--- src/rtl/booth_mult_arbiter.sv ---
`default_nettype none
// ---------------------------------------------------------------------------
// Module  : booth_mult_arbiter
// Brief   : Radix-2 sequential Booth multiplier shared by two round-robin
//           requesters; one Booth step per clock, tagged signed product.
// Rev     : 1.0
// ---------------------------------------------------------------------------
module booth_mult_arbiter #(
  parameter int N = 4
) (
  input  logic           clk,
  input  logic           rst,
  input  logic           req0,
  input  logic [N-1:0]   a0,
  input  logic [N-1:0]   b0,
  input  logic           req1,
  input  logic [N-1:0]   a1,
  input  logic [N-1:0]   b1,
  output logic           ack0,
  output logic           ack1,
  output logic           busy,
  output logic           done,
  output logic           owner,
  output logic [2*N-1:0] result
);

  localparam logic [1:0] c_idle = 2'd0;
  localparam logic [1:0] c_run  = 2'd1;
  localparam logic [1:0] c_done = 2'd2;
  localparam int         c_cw   = $clog2(N);

  logic [1:0]      r_state, w_state_nxt;
  logic [N:0]      r_a, r_m;
  logic [N-1:0]    r_q;
  logic            r_qm1;
  logic [c_cw-1:0] r_cnt;
  logic            r_last, r_owner_nxt;

  logic            w_gnt_vld, w_gnt_id, w_last_step;
  logic [N:0]      w_sum, w_a_nxt;
  logic [N-1:0]    w_q_nxt;

  // Tie goes to whichever requester was not served last.
  assign w_gnt_vld   = req0 | req1;
  assign w_gnt_id    = (req0 & req1) ? ~r_last : req1;
  assign w_last_step = (r_cnt == c_cw'(N - 1));

  always_comb begin
    w_sum = r_a;
    case ({r_q[0], r_qm1})
      2'b01:   w_sum = r_a + r_m;
      2'b10:   w_sum = r_a - r_m;
      default: w_sum = r_a;
    endcase
  end

  // Arithmetic right shift of {A,Q,QM1}; QM1 picks up the old Q[0].
  assign w_a_nxt = {w_sum[N], w_sum[N:1]};
  assign w_q_nxt = {w_sum[0], r_q[N-1:1]};

  always_ff @(posedge clk or posedge rst) begin
    if (rst) r_state <= c_idle;
    else     r_state <= w_state_nxt;
  end

  always_comb begin
    w_state_nxt = r_state;
    case (r_state)
      c_idle:  if (w_gnt_vld)   w_state_nxt = c_run;
      c_run:   if (w_last_step) w_state_nxt = c_done;
      c_done:  w_state_nxt = c_idle;
      default: w_state_nxt = c_idle;
    endcase
  end

  // Acks are gated by rst so the outputs read zero while reset is held.
  always_comb begin
    ack0 = (r_state == c_idle) && !rst && w_gnt_vld && !w_gnt_id;
    ack1 = (r_state == c_idle) && !rst && w_gnt_vld &&  w_gnt_id;
    busy = (r_state != c_idle);
    done = (r_state == c_done);
  end

  always_ff @(posedge clk or posedge rst) begin
    if (rst) begin
      r_a         <= '0;
      r_m         <= '0;
      r_q         <= '0;
      r_qm1       <= 1'b0;
      r_cnt       <= '0;
      r_last      <= 1'b1;
      r_owner_nxt <= 1'b0;
      owner       <= 1'b0;
      result      <= '0;
    end else begin
      case (r_state)
        c_idle: begin
          if (w_gnt_vld) begin
            r_a         <= '0;
            r_q         <= w_gnt_id ? a1 : a0;
            r_m         <= w_gnt_id ? {b1[N-1], b1} : {b0[N-1], b0};
            r_qm1       <= 1'b0;
            r_cnt       <= '0;
            r_owner_nxt <= w_gnt_id;
            r_last      <= w_gnt_id;
          end
        end
        c_run: begin
          r_a   <= w_a_nxt;
          r_q   <= w_q_nxt;
          r_qm1 <= r_q[0];
          r_cnt <= r_cnt + c_cw'(1);
          if (w_last_step) begin
            result <= {w_a_nxt[N-1:0], w_q_nxt};
            owner  <= r_owner_nxt;
          end
        end
        default: ;
      endcase
    end
  end

endmodule
`default_nettype wire

--- config.mk ---
export PLATFORM = sky130hd
export DESIGN_NAME = booth_mult_arbiter
export DESIGN_NICKNAME = d
export VERILOG_FILES = /design/src/rtl/booth_mult_arbiter.sv
export SDC_FILE = /design/constraint.sdc
export NUM_CORES = 1
export LEC_CHECK = 0
export BUFFER_PORTS_ARGS = -buffer_cell sky130_fd_sc_hd__buf_2
export CORE_MARGIN = 5
export CORE_UTILIZATION = 47
export DETAILED_ROUTE_END_ITERATION = 6
export HOLD_SLACK_MARGIN = 0.15
export PLACE_DENSITY = 0.73
export SYNTH_ARGS = -nofsm -noshare
export SYNTH_HDL_FRONTEND = slang
export SYNTH_SLANG_ARGS = --single-unit
--- constraint.sdc ---
create_clock -name clk -period 4.8 [get_ports clk]
set_input_delay 0.48 -clock clk [delete_from_list [all_inputs] [get_ports clk]]
set_output_delay 0.48 -clock clk [all_outputs]
set_load 0.005 [all_outputs]
==> flow_summary.ini <==
[outcome]
status = complete, no violations

[global_route]
grt_pass1_wl_mm = 4.89
antenna_found_initial = 0
grt_max_degree = 29
track_usage = 0.140
first_global_vias = 1111
grt_remaining_overflow = 0

[floorplanning]
core_area_mm2 = 0.00308
placement_rows = 20
ios = 33
die_w_um = 66.8
die_y_um = 66.8
die_area_mm2 = 0.00446
initial_utilization = 0.492

[logic_synthesis]
yosysUniqueCellTypes = 39
syn_nets = 179
async_reset_ff_frac = 1.00
synth_cells = 151
synth_area_leaders = dfrtp_1 45%, o21ai_0 5.9%, ha_1 5.8%, mux2i_1 5.3%, mux2_2 5.2%
avgSynthCellArea_um2 = 10.0
synth_top_area_frac = 0.446
mappedNetlistArea_mm2 = 0.00152
synth_top_area_cell = dfrtp_1
ys_warn_count = 0
synth_edf_count = 0
ys_seq_elements = 28
ys.flop_type = dfrtp_1
seq_area_frac_synth = 0.463

[sta]
tightest_slew_ns = 1.01
slew_headroom = 0.324
post-route-period-util = 0.529
setup_violations = 0
maxSlewViolCount = 0
setup_tns_ns = 0
fin_crit_ns = 2.54
rsz0062_at_grt = no
clock_skew_ns = 0.0105
hold_viol = 0
setup_slack_ns = 2.26
hold-worst-slack_ns = 0.333
fmax_ghz = 0.393

[power_and_ir_drop]
p_int_w = 0.000755
vdd_drop_max_v = 0.000268
p_per_area_mw_per_mm2 = 760
comb_power_share = 0.586
switching_share = 0.424
power.net_switching_w = 0.000556
sequentialPowerShare = 0.335
leakage_nw = 0.844
p_clk_frac = 0.079

[cells_and_area]
nets = 210
postLayoutCellArea_mm2 = 0.00173
drive_above_1_share = 0.265
n_antenna_cell = 0
areaGrowthSynthToFinish_pct = 13.9

[route]
vias = 1156
drcViolationCount = 0
drt-total-wl_mm = 2.84
drt_iter0_drc = 37
detail-route-antenna-nets = 0
avgRoutedWirePerCell_um = 12.6
vias_per_cell = 5.14
dr.pass1.iters = 4

[clocking]
post_cts_buffers = 0
cts_buffer_depth = 2
cts_tree = yes
h-tree-depth = 1
cts_made_buffers = 3
path_clk_slew_ns = 0.15
postCtsResizedCells = 0
clk_latency_ns = 0.34
clock_sinks = 28
cts_hold_buf = 0
ctsRootBufferMaster = clkbuf_4

[place]
dp_hpwl_mm = 2.21
dp_slack_ns = 2.27
port_buffers = 32
routabilityCongestion = 0.808
place_area_mm2 = 0.00170

[setup_path]
crit_required_ns = 5.05
arrival_ns = 2.79
crit_path_start_kind = flip-flop
crit_fanout = 5
setup.worst_path.start = r_qm1
reg2reg_depth = 9
path_class = flip-flop to flip-flop
reg2reg_slack_ns = 2.26
r2r-start = r_qm1
r2r_end = result[7]
crit_path_end = result[7]
crit_path_end_kind = flip-flop

[worst_hold_path]
hp-class = primary input to flip-flop

[job]
cap_violations = 0
cell usage in the layout (no fill, tap or decap), drive strengths merged, types with 2 or more instances in the layout:
master,count
o21ai,20
ha,7
nor2,5
nor2b,4
clkbuf,4
a21oi,3
a31oi,2
dfrtp,27
mux2i,8
nand3,5
buf,33
and2,2
nand2b,2
mux2,7
nor3b,2
xnor2,3
inv,10
a21boi,2
nor3,2
nand2,18
a22oi,3
through the flow:
stage          instances  total power [W]   util
2_1_floorplan        151          0.00104      -
3_3_place_gp         221          0.00118  0.552
5_1_grt              225          0.00145  0.561
6_report             225          0.00131  0.561
3_5_place_dp         221          0.00122  0.552
4_1_cts              225          0.00133  0.561
power by group through the flow:
stage                     logic [W]  clock network, W  registers (W)
after detailed placement   0.000778                 0       0.000446
after global routing       0.000887          0.000112       0.000455
after CTS                  0.000784          0.000103       0.000440
after floorplan            0.000612                 0       0.000431
after global placement     0.000749                 0       0.000436
final                      0.000769          0.000103       0.000439
flip-flops by register name (all words and copies together), names as in the netlist:
| signal | flops |
|---|---|
| r_m | 4 |
| owner | 1 |
| r_last | 1 |
| r_q | 4 |
| r_qm1 | 1 |
| r_cnt | 2 |
| result | 8 |
| r_owner_nxt | 1 |
| r_a | 4 |
| r_state | 2 |
worst max-delay path, stage by stage (launching register included):
cell and delay [ns]:
dfrtp_1 0.41, inv_1 0.05, ha_1 0.23, mux2_2 0.39
fa_1 0.43, nand2b_1 0.16, a21oi_1 0.15, xnor2_1 0.20
a21boi_0 0.15, o31a_1 0.29
cell type report:
| cell class | count | area [um2] |
|---|---|---|
| fillers | 286 | 1350 |
| multi-input cells | 106 | 737 |
| repair buffers | 33 | 168 |
| clock buffers | 4 | 26.3 |
| well taps | 44 | 55.1 |
| flip-flops and latches | 28 | 702 |
| inverters | 10 | 37.5 |
metal layers:
layer | part of all wire | global-route usage | wire length (um) | vias up
met5 | 0 | 0 | 0 | -
met4 | 0.0081 | 0.0228 | 23 | 0
met3 | 0.055 | 0.0236 | 155 | 3
met2 | 0.46 | 0.234 | 1300 | 32
met1 | 0.48 | 0.191 | 1360 | 536
li1 | - | - | - | 585
cells by family after synthesis:
kind of cell | Yosys count | share of synthesized area
simple gates | 44 | 0.145
compound gates | 35 | 0.142
flops | 28 | 0.463
buf+inv | 17 | 0.0504
mux | 15 | 0.105
fa+ha+maj | 8 | 0.0710
xor+xnor | 4 | 0.0231
cell usage after synthesis, types with 2 or more instances:
library cell  instances
a21oi_1               3
mux2i_1               8
a31oi_1               2
a22oi_1               3
mux2_2                7
nand2_1              17
inv_1                10
clkbuf_1              4
xnor2_1               3
nand2b_1              2
dfrtp_1              27
o21ai_0              18
o21ai_2               2
a21boi_0              2
ha_1                  7
nor3_1                2
nor2_1                4
nor2b_1               4
nand3_1               5
nor3b_1               2
how the worst min path moves through the flow:
stage / start / endpoint / slack [ns] / cells past startpoint
2_1_floorplan: r_qm1 / r_qm1 / 0.47 / 2
5_1_grt: req0 / r_last / 0.35 / 2
4_1_cts: req0 / r_last / 0.33 / 2
6_report: req0 / r_last / 0.33 / 2
3_3_place_gp: result[4] / result[4] / 0.46 / 2
3_5_place_dp: result[6] / result[6] / 0.47 / 2
No activity file was read; power rests on OpenSTA's default activity.
